## config.mk

```make
export PLATFORM = sky130hd
export DESIGN_NAME = sop_scan_ctrl
export DESIGN_NICKNAME = d
export VERILOG_FILES = /design/src/rtl/sop_pkg.sv /design/src/rtl/sop_settle_timer.sv /design/src/rtl/sop_scan_ctrl.sv
export SDC_FILE = /design/constraint.sdc
export NUM_CORES = 1
export LEC_CHECK = 0
export CELL_PAD_IN_SITES_DETAIL_PLACEMENT = 0
export CELL_PAD_IN_SITES_GLOBAL_PLACEMENT = 1
export CORE_MARGIN = 1.5
export CORE_UTILIZATION = 43
export DETAILED_ROUTE_END_ITERATION = 8
export PLACE_DENSITY = 0.83
export SYNTH_ARGS = -nofsm -noshare
export SYNTH_HDL_FRONTEND = slang
export SYNTH_HIERARCHICAL = 1
export SYNTH_SLANG_ARGS = --single-unit
```

## constraint.sdc

```tcl
create_clock -name clk_i -period 5.35 [get_ports clk_i]
set_input_delay 0.8025 -clock clk_i [delete_from_list [all_inputs] [get_ports clk_i]]
set_output_delay 0.8025 -clock clk_i [all_outputs]
set_load 0.005 [all_outputs]
```

## src/rtl/sop_pkg.sv

```systemverilog
// rtl/sop_pkg.sv - shared types and constants for the SOP scan controller
package sop_pkg;

  typedef enum logic [1:0] {
    IDLE = 2'd0,
    SCAN = 2'd1,
    DONE = 2'd2
  } state_t;

  localparam logic [15:0] SOP_GOLDEN = 16'h4644;
  localparam int          IDX_W      = 4;
  localparam int          ONES_W     = 5;
  localparam int          CNT_W      = 4;

endpackage

```

## src/rtl/sop_settle_timer.sv

```systemverilog
// rtl/sop_settle_timer.sv - per-vector settle counter with terminal count
module sop_settle_timer
  import sop_pkg::*;
#(
  parameter int SETTLE = 2
) (
  input  logic clk_i,
  input  logic rst_i,
  input  logic clr_i,
  input  logic en_i,
  output logic tc_o
);

  localparam logic [CNT_W-1:0] LAST = CNT_W'(SETTLE - 1);

  logic [CNT_W-1:0] cnt_q;
  logic [CNT_W-1:0] cnt_d;

  assign tc_o = (cnt_q == LAST);

  always_comb begin
    cnt_d = cnt_q;
    if (clr_i) begin
      cnt_d = '0;
    end else if (en_i) begin
      cnt_d = tc_o ? '0 : cnt_q + 1'b1;
    end
  end

  always_ff @(posedge clk_i or posedge rst_i) begin
    if (rst_i) begin
      cnt_q <= '0;
    end else begin
      cnt_q <= cnt_d;
    end
  end

endmodule

```

## src/rtl/sop_scan_ctrl.sv

```systemverilog
// rtl/sop_scan_ctrl.sv - exhaustive truth-table scan of a 4-input SOP block
// Optional first-mismatch capture: SOP_SCAN_ERR_CAPTURE_EN
module sop_scan_ctrl
  import sop_pkg::*;
#(
  parameter int          SETTLE   = 2,
  parameter logic [15:0] EXPECTED = SOP_GOLDEN
) (
  input  logic              clk_i,
  input  logic              rst_i,
  input  logic              start_i,
  input  logic              abort_i,
  input  logic              ack_i,
  input  logic              t_i,
  output logic              p_o,
  output logic              q_o,
  output logic              r_o,
  output logic              s_o,
  output logic              busy_o,
  output logic              done_o,
  output logic [15:0]       table_o,
  output logic [ONES_W-1:0] ones_o,
  output logic              match_o,
  output logic [IDX_W-1:0]  err_idx_o,
  output logic              err_valid_o
);

  generate
    if (SETTLE < 1 || SETTLE > 15) begin : g_bad_settle
      $error("sop_scan_ctrl: SETTLE must be within 1..15");
    end
  endgenerate

  state_t            state_q;
  logic [IDX_W-1:0]  idx_q;
  logic [IDX_W-1:0]  vec_q;
  logic [15:0]       table_q;
  logic [15:0]       table_d;
  logic [ONES_W-1:0] ones_q;
  logic              busy_q;
  logic              done_q;
  logic              match_q;
  logic              tc;
  logic              sample;
  logic              scan_start;

  sop_settle_timer #(
    .SETTLE (SETTLE)
  ) u_timer (
    .clk_i (clk_i),
    .rst_i (rst_i),
    .clr_i (state_q != SCAN),
    .en_i  (state_q == SCAN),
    .tc_o  (tc)
  );

  // abort outranks a sample landing on the same edge
  assign sample     = (state_q == SCAN) && !abort_i && tc;
  assign scan_start = (state_q == IDLE) && start_i;

  always_comb begin
    table_d         = table_q;
    table_d[idx_q]  = t_i;
  end

  always_ff @(posedge clk_i or posedge rst_i) begin
    if (rst_i) begin
      state_q <= IDLE;
      idx_q   <= '0;
      vec_q   <= '0;
      table_q <= '0;
      ones_q  <= '0;
      busy_q  <= 1'b0;
      done_q  <= 1'b0;
      match_q <= 1'b0;
    end else begin
      case (state_q)
        IDLE: begin
          if (start_i) begin
            state_q <= SCAN;
            busy_q  <= 1'b1;
            idx_q   <= '0;
            vec_q   <= '0;
            table_q <= '0;
            ones_q  <= '0;
          end
        end
        SCAN: begin
          if (abort_i) begin
            state_q <= IDLE;
            busy_q  <= 1'b0;
            vec_q   <= '0;
          end else if (tc) begin
            table_q <= table_d;
            ones_q  <= ones_q + ONES_W'(t_i);
            if (idx_q == '1) begin
              state_q <= DONE;
              busy_q  <= 1'b0;
              done_q  <= 1'b1;
              match_q <= (table_d == EXPECTED);
            end else begin
              idx_q <= idx_q + 1'b1;
              vec_q <= idx_q + 1'b1;
            end
          end
        end
        DONE: begin
          if (ack_i) begin
            state_q <= IDLE;
            done_q  <= 1'b0;
            match_q <= 1'b0;
            vec_q   <= '0;
          end
        end
        default: begin
          state_q <= IDLE;
          busy_q  <= 1'b0;
          done_q  <= 1'b0;
          match_q <= 1'b0;
          vec_q   <= '0;
        end
      endcase
    end
  end

`ifdef SOP_SCAN_ERR_CAPTURE_EN
  logic [IDX_W-1:0] err_idx_q;
  logic             err_valid_q;

  always_ff @(posedge clk_i or posedge rst_i) begin
    if (rst_i) begin
      err_idx_q   <= '0;
      err_valid_q <= 1'b0;
    end else if (scan_start) begin
      err_idx_q   <= '0;
      err_valid_q <= 1'b0;
    end else if (sample && (t_i != EXPECTED[idx_q]) && !err_valid_q) begin
      err_idx_q   <= idx_q;
      err_valid_q <= 1'b1;
    end
  end

  assign err_idx_o   = err_idx_q;
  assign err_valid_o = err_valid_q;
`else
  assign err_idx_o   = '0;
  assign err_valid_o = 1'b0;
`endif

  assign {p_o, q_o, r_o, s_o} = vec_q;
  assign busy_o               = busy_q;
  assign done_o               = done_q;
  assign table_o              = table_q;
  assign ones_o               = ones_q;
  assign match_o              = match_q;

endmodule

```

* After elaboration in Yosys (flattened, before gate mapping) *
Cells that the tools add are included.

storage, ports and cells
  register bits after elaboration = 38
  input port bits = 6
  output and inout port bits = 33
  logic and storage cells = 83

cells by class
  add/subtract/negate cells = 3
  $lt $le $gt $ge = 2
  equal/unequal tests = 15
  mux-type cells = 42
  bitwise gates (word level) = 2
  reduce and logical (&&, ||, !) cells = 10

operators with widths
  kind                                                    number
  2-to-1 mux 16 bit                                       3
  2-to-1 mux 4 bit                                        9
  case mux 16 bit (2 select lines)                        1
  bitwise mux 16 bit                                      1
  equality test 16 x 15 -> 1 bit (second input constant)  1
  AND reduction 4 bit                                     4
  2-to-1 mux 5 bit                                        3
  2-to-1 mux 1 bit                                        12
  inequality test 2 bit (second input constant)           6
  case mux 4 bit (3 select lines)                         1
  2-to-1 mux 2 bit                                        5
  case mux 5 bit (2 select lines)                         1
  AND reduction 5 bit                                     2
  inequality test 3 bit (second input constant)           3
  case mux 1 bit (3 select lines)                         3
  adder 4 x 1 -> 4 bit (second input constant)            2
  case mux 4 bit (2 select lines)                         1
  case mux 2 bit (3 select lines)                         1
  adder 5 x 1 -> 5 bit                                    1
  < comparator 4 x 5 -> 1 bit (second input constant)     1
  demux 1 bit (select 4 bit)                              1
  equality test 4 x 1 -> 1 bit (second input constant)    1
  equality test 4 bit (second input constant)             1
  >= comparator 4 x 1 -> 1 bit (second input constant)    1
  other kinds (7)                                         9

* Longest topological paths before layout *
Gate-level depths: netlist of the first run.

  depth in word-level cells = 10
  mapped depth = 8
  mapped depth without buffers = 8

* Modules after synthesis *
The synthesis of the first run kept the hierarchy.

by module, submodules not included
  module            instances  cells each  area an instance (um^2)  seq. area each (um^2)
  sop_scan_ctrl     1          246         2112.0                   850.8
  sop_settle_timer  1          22          236.5                    100.1

* Worst setup path before layout of the first run *
OpenSTA, ideal clock, no wires.

  kind = flip-flop to flip-flop
  from = register u_timer.cnt_q[1]
  to = register table_q[5] (netlist: table_o[5])
  setup time = 0.133 ns
  data arrival time = 2.029 ns
  required time = 5.217 ns
  slack = 3.188 ns
  stages on the path, launching flop included = 9
  path buffers = 1
  clock period less this slack = 2.162 ns
  cell sequence = dfrtp_1 > inv_1 > ha_1 > nor3b_1 > and3b_1 > o2bb2ai_1 > clkbuf_1 > o21ai_0 > o31ai_1

on the way
  longest elaborated chain between the ends = 3

RTL lines
  element                                 RTL line                text
  from (decl)                             sop_settle_timer.sv:16  logic [CNT_W-1:0] cnt_q;
  from (signal assigned)                  sop_settle_timer.sv:34  cnt_q <= cnt_d;
  equality test 4 x 1 -> 1 bit            sop_settle_timer.sv:19  assign tc_o = (cnt_q == LAST);
  named net tc                            sop_scan_ctrl.sv:43     logic tc;
  inequality test 2 bit (no source line)  n/a
  AND reduction 4 bit (no source line)    n/a
  to (signal assigned)                    sop_scan_ctrl.sv:94     table_q <= table_d;
  to (decl)                               sop_scan_ctrl.sv:37     logic [15:0] table_q;

The timed path passes the listed nets, and every way through them passes these cells.
A chain may end at the register's enable or synchronous reset.

* Worst setup path in the final report of the first run *
  from = input port abort_i
  to = register match_q (netlist: match_o)

on the way
  longest elaborated chain between the ends = 2

RTL lines
  element                                 RTL line              text
  from (decl)                             sop_scan_ctrl.sv:12   input logic abort_i,
  inequality test 2 bit (no source line)  n/a
  AND reduction 5 bit (no source line)    n/a
  to (signal assigned)                    sop_scan_ctrl.sv:100  match_q <= (table_d == EXPECTED);
  to (decl)                               sop_scan_ctrl.sv:42   logic match_q;

Every way passes these cells.

==> summary.txt, run 1 <==
Outcome
  • Outcome: complete, no violations

Floorplan
  • Initial cell density of the core: 45.40%
  • Num rows: 26
  • Die Y: around 77 um
  • Number of I/O pins: 39
  • Core area: 0.005172 mm2
  • Die X: approximately 77 um
  • Die area: 0.005914 mm2

GRT
  • First-pass GRT wire length: 10010 um
  • Met2 usage: 33.98%
  • Total track usage: 21.16%
  • Largest net degree at the start of global routing: 35
  • Met3 GRT Util: 3.571%
  • Met1 Use GR: 29.84%
  • Busiest grt layer: met2
  • Initial antenna violation count: 0
  • Vias in the first global route: 1986
  • GRT Residual Overflow: 0

Placement
  • DP HPWL: 4066 um
  • Port bufs: 33
  • Routability cong.: 0.8234

Power
  • Pwr/cell area: 246.9 mW/mm2
  • Lkg Pwr: 1.184 nW
  • Peak VDD IR: ~120 uV

Logic synthesis
  • Synth Flop Type: dfrtp_1
  • Synthesized instance count: 268
  • Number of synthesized register bits: 38
  • Mapped Area: around 0.0023 mm2
  • Avg Cell Area, Syn: between 8 and 9 um2
  • Distinct cell type count of the synthesized netlist: between 50 and 60
  • Yosys warns: 6
  • FFs w/ async S/R, synth: 100.0%
  • Post-synthesis sequential area ratio: 40.49%
  • Number of flops mapped to enable cells by yosys: 0

Layout
  • Post-layout nets: 307
  • Commonest non-fill, non-tap cell in the layout: o21ai_0
  • Commonest cells after routing, fill and taps aside: o21ai_0 (39), dfrtp_1 (38), clkdlybuf4s50_1 (33), nand2_1 (26), a21oi_1 (20)
  • Layout cell share with drive strength beyond 1: between 6 and 7%
  • Layout Utilization: about 53%
  • ANT cells: 0
  • Area delta synth->final: 17.74%

STA
  • RSZ-0062 raised after global routing: false
  • Max-slew headroom: 54.25%
  • Tightest Pin Transition: slightly below 700 ps
  • Fin Setup TNS: 0 ps
  • Final setup fails: 0
  • Fmax: 0.3730 GHz
  • Tmin final: 2681 ps
  • Final max-slew violation count: 0
  • Skew final: 6.660 ps
  • Period utilisation layout: 50.11%
  • Hold Slack: ~480 ps
  • Final hold vios: 0

Clocking
  • TritonCTS clock tree: done
  • PostCTS Resize Cnt: 0
  • Clock root buffer: clkbuf_8
  • Clock Tree Buf Depth: 2
  • Clock sink total: 38
  • H-tree depth: 2
  • Worst-path clk slew: 80 ps
  • Hold_buf cts: 0
  • Worst skew pair latency: 290 ps
  • Postcts setup bufs: 0
  • TritonCTS buffer count: 5

Critical path
  • Worst path max stage delay: 560 ps
  • Startpoint Class: input pin
  • CP endpoint kind: register
  • Reg2Reg Setup Slack: 2930 ps
  • CP arrival: around 2900 ps
  • CP max stage cell: clkdlybuf4s50_1
  • Crit path top cell by count: nand3_1
  • Required @ worst endpoint: about 5600 ps
  • Crit Path Class: input pin to register
  • Worst Path Max Fanout: 17
  • Crit-path cells: clkdlybuf4s50_1 -> nor2_1 -> nand3_1 -> a21oi_1 -> nand3_1 -> o41ai_2

Routing
  • WL/cell: 15.97 um
  • DR vias: 2106
  • Total Wirelength: 5812 um
  • DRT Pass-1 Iters: 4
  • Vias per std cell: 5.786
  • DRT iter0 DRCs: around 190
  • Post-route ant nets: 0
  • DRC errors left: 0

Job
  • Max cap viols: 0

Min path
  • Min-Delay Path Class: register to register
[cell usage after synthesis, drive strengths merged, types with 5 or more instances]
master / number / area (um2)
ha: 8 / 100.1
nand2: 27 / 108.9
clkbuf: 10 / 37.54
nor2b: 5 / 31.28
o21ai: 39 / 195.2
inv: 11 / 41.29
nor3: 5 / 25.02
nor2: 15 / 56.30
dfrtp: 38 / 950.9
nand3: 8 / 40.04
a22o: 7 / 61.31
buf: 12 / 92.58
a31oi: 6 / 37.54
a21oi: 20 / 100.1
[per-layer routing]
layer  vias up  share of wire, %
met5         -                 0
met4         0              0.58
met3         5               6.0
met2        66                48
met1      1034                45
li1       1001                 -
[metrics by stage]
step | worst slack [ps] | total power [W] | instances | cell area (um2)
after floorplan | 3188 | 0.0004274 | 272 | 2364
final | 2669 | 0.0006828 | 364 | 2765
after global placement | 2471 | 0.0004797 | 356 | 2674
after detailed placement | 2357 | 0.0004821 | 356 | 2674
after CTS | 2673 | 0.0006897 | 364 | 2765
after global routing | 2477 | 0.0007235 | 364 | 2765
[layout make-up]
cell class,instances,area (um2)
multi-input cells,201,1241
inverters,11,41.29
well taps,70,87.58
flip-flops and latches,38,950.9
clock inverters,1,5.005
repair buffers,36,352.8
clock buffers,7,86.33
fillers,492,2407
[state kept, by name, summed over array words and instances (netlist names)]
| signal | flops |
|---|---|
| ones_o | 5 |
| vec_q | 4 |
| idx_q | 4 |
| table_o | 16 |
| match_o | 1 |
| done_o | 1 |
| u_timer/cnt_q | 4 |
| busy_o | 1 |
| state_q | 2 |
[power by group]
part / leakage (nW) / internal (W) / switching, W
combinational: 0.612 / 0.0000645 / 0.0000857
sequential: 0.524 / 0.000303 / 0.0000227
clock: 0.0482 / 0.000104 / 0.000102
total: 1.18 / 0.000472 / 0.000211
[critical path, delay by kind of cell]
family                 cells  cell delay [ps]
buffers and inverters      1              560
and+or+nand+nor            3              910
AOI/OAI and AO/OA          2              600
[cells by family after synthesis]
| family | synth area share, % |
|---|---|
| compound gates | 25.57 |
| simple gates | 17.90 |
| flops | 40.49 |
| buf+inv | 7.299 |
| fa+ha+maj | 4.262 |
| mux | 2.824 |
| xor+xnor | 1.492 |
| other cells | 0.1597 |
[final timing paths]
path,start,endpoint,cells past startpoint
max in group asynchronous,rst_i,vec_q[0]$_DFFE_PP0P_,3
min reg2reg,vec_q[3]$_DFFE_PP0P_,vec_q[3]$_DFFE_PP0P_,1
max,abort_i,match_o$_DFFE_PP0P_,6
max reg2reg,idx_q[0]$_DFFE_PP0P_,match_o$_DFFE_PP0P_,5
min in group asynchronous,rst_i,u_timer/cnt_q[3]$_DFFE_PP0P_,2
min,vec_q[3]$_DFFE_PP0P_,vec_q[3]$_DFFE_PP0P_,1
No activity file was read; power rests on OpenSTA's default activity.
==> run 2, diff against run 1 <==
--- a/config.mk
+++ b/config.mk
@@ -8,9 +8,9 @@
 export CELL_PAD_IN_SITES_DETAIL_PLACEMENT = 0
 export CELL_PAD_IN_SITES_GLOBAL_PLACEMENT = 1
 export CORE_MARGIN = 1.5
-export CORE_UTILIZATION = 43
+export CORE_UTILIZATION = 36
 export DETAILED_ROUTE_END_ITERATION = 8
-export PLACE_DENSITY = 0.83
+export PLACE_DENSITY = 0.74
 export SYNTH_ARGS = -nofsm -noshare
 export SYNTH_HDL_FRONTEND = slang
 export SYNTH_HIERARCHICAL = 1
==> constraint.sdc (replaced) <==
create_clock -name clk_i -period 2.23 [get_ports clk_i]
set_input_delay 0.3345 -clock clk_i [delete_from_list [all_inputs] [get_ports clk_i]]
set_output_delay 0.3345 -clock clk_i [all_outputs]
set_load 0.005 [all_outputs]
==> summary.txt, run 2 (synthesis results as in run 1) <==
STA
  • Tmin final: 2017 ps
  • Fin Setup TNS: 0 ps (unchanged)
  • Final worst setup slack: 212.8 ps (-2456 ps)
  • Max-slew headroom: 56.77% (+2.5 points)
  • Hold Slack: 251.3 ps (-226.9 ps)
  • RSZ-0062 raised after global routing: false
  • Tightest Pin Transition: 648.5 ps (-37.79 ps)
  • Final setup fails: 0 (unchanged)
  • Period utilisation layout: 90.46%
  • Skew final: 5.677 ps (-0.9834 ps)
  • Final hold vios: 0 (unchanged)
  • Final max-slew violation count: 0 (unchanged)
  • Fmax: 0.4957 GHz

Placement
  • Worst slack, placed: 85.60 ps (-2271 ps)
  • DP HPWL: 4429 um (+8.9%)
  • Port bufs: 33 (unchanged)
  • DP Area: 0.002845 mm2 (+6.4%)
  • Routability cong.: 0.8810 (+7.0%)

Power
  • Lkg Pwr: 1.291 nW (+9.1%)
  • Peak VDD IR: 411.5 uV (+240%)
  • Pwr/cell area: 597.8 mW/mm2 (+140%)

Routing
  • DRT iter0 DRCs: 100 (-46%)
  • Total Wirelength: 6075 um (+4.5%)
  • Post-route ant nets: 0 (unchanged)
  • DRT Pass-1 Iters: 4 (unchanged)
  • DRC errors left: 0 (unchanged)
  • Met2 Routed Length: 2755 um (-1.1%)
  • DRT met1 WL: 2991 um (+13%)
  • WL/cell: 15.54 um (-2.7%)
  • Max layer used: met4
  • Vias per std cell: 5.440 (-6.0%)
  • DR vias: 2127 (+1.0%)
  • Met3 WL: 256 um (-27%)

Clocking
  • Worst-path clk slew: 80 ps (about the same)
  • PostCTS Resize Cnt: 0 (unchanged)
  • Clock sink total: 38 (unchanged)
  • Postcts setup bufs: 0 (unchanged)
  • Hold_buf cts: 0 (unchanged)
  • Clock root buffer: clkbuf_8
  • Clock Tree Buf Depth: 2 (unchanged)
  • H-tree depth: 2 (unchanged)
  • TritonCTS buffer count: 5 (unchanged)
  • TritonCTS clock tree: done
  • Worst skew pair latency: 290 ps (about the same)

Outcome
  • Outcome: complete, no violations

Min path
  • Min-Delay Path Class: input pin to async pin

Floorplan
  • Die Y: 83.77 um (+8.9%)
  • Number of I/O pins: 39 (unchanged)
  • Die X: 83.77 um (+8.9%)
  • Die area: 0.007017 mm2 (+19%)
  • Num rows: 29 (+12%)
  • Core area: 0.006314 mm2 (+22%)
  • Initial cell density of the core: 37.20% (-8.2 points)

Layout
  • Commonest non-fill, non-tap cell in the layout: o21ai_0
  • Final instance area: 0.002958 mm2 (+7.0%)
  • Max FFs per register: 16 (unchanged)
  • Post-layout nets: 327 (+6.5%)
  • Area delta synth->final: 25.95%
  • ANT cells: 0 (unchanged)
  • Layout cell share with drive strength beyond 1: 12.74% (+6.3 points)
  • Layout Utilization: 46.85% (-6.6 points)
  • Commonest cells after routing, fill and taps aside: o21ai_0 (39), dfrtp_1 (38), clkdlybuf4s50_1 (33), nand2_1 (26), buf_4 (22)

GRT
  • Vias in the first global route: 2039 (+2.7%)
  • Largest net degree at the start of global routing: 35 (unchanged)
  • First-pass GRT wire length: 10200 um (+1.9%)
  • Initial antenna violation count: 0 (unchanged)
  • Total track usage: 18.27% (-2.9 points)
  • GRT Residual Overflow: 0 (unchanged)

Critical path
  • Required @ worst endpoint: 2440 ps (-3110 ps)
  • CP arrival: 2220 ps (-660 ps)
  • Startpoint Class: register
  • Crit Path Class: register to register
  • R2r worst-path depth: 7 (+2)
  • CP endpoint kind: register
  • Worst Path Max Fanout: 8 (-9)

Job
  • Max cap viols: 0 (unchanged)
run 2: through the flow:
step / std cells / total power [W]
6_report: 391 / 0.001768
3_5_place_dp: 383 / 0.001186
5_1_grt: 391 / 0.001858
4_1_cts: 391 / 0.001780
3_3_place_gp: 383 / 0.001184
2_1_floorplan: 272 / 0.001025
run 2: where the power goes:
part / total [W] / switching (W) / leakage [nW] / internal [W]
logic: 0.000392 / 0.000209 / 0.716 / 0.000183
registers: 0.000781 / 0.0000533 / 0.524 / 0.000728
clock network: 0.000595 / 0.000261 / 0.0514 / 0.000334
total: 0.00177 / 0.000523 / 1.29 / 0.00124
run 2: worst max-delay path, cell delays in order (launching register included):
cell,delay [ps]
dfrtp_1,430
ha_1,210
nor3b_1,140
and3b_1,180
o2bb2ai_1,540
buf_4,260
o21ai_0,80
o21ai_0,90
run 2: path summary, 6_finish.rpt:
path,start,endpoint,slack (ps)
max in group asynchronous,rst_i,table_o[5]$_DFFE_PP0P_,1430
max reg2reg,u_timer/cnt_q[0]$_DFFE_PP0P_,table_o[3]$_DFFE_PP0P_,210
min reg2reg,vec_q[3]$_DFFE_PP0P_,vec_q[3]$_DFFE_PP0P_,480
min,rst_i,u_timer/cnt_q[0]$_DFFE_PP0P_,250
min in group clk_i,vec_q[3]$_DFFE_PP0P_,vec_q[3]$_DFFE_PP0P_,480
max,u_timer/cnt_q[0]$_DFFE_PP0P_,table_o[3]$_DFFE_PP0P_,210
run 2: final cells by class:
type	instances	area, um2
clock buffers	6	72.57
clock inverters	2	37.54
fillers	625	3356
inverters	11	41.29
multi-input cells	201	1244
flip-flops and latches	38	950.9
well taps	77	96.34
repair buffers	56	515.5
run 2: layer usage:
metal / GRT usage [%] / up-vias
li1: - / 1051
met1: 26.19 / 1019
met2: 27.86 / 51
met3: 3.660 / 6
met4: 5.514 / 0
met5: 0 / -
==> run 3, diff against run 2 <==
--- a/config.mk
+++ b/config.mk
@@ -11,6 +11,7 @@
 export CORE_UTILIZATION = 36
 export DETAILED_ROUTE_END_ITERATION = 8
 export PLACE_DENSITY = 0.74
+export SKIP_LAST_GASP = 1
 export SYNTH_ARGS = -nofsm -noshare
 export SYNTH_HDL_FRONTEND = slang
 export SYNTH_HIERARCHICAL = 1
==> results of run 3 <==
The final DEF is identical to that of run 2; final timing and power are the same.
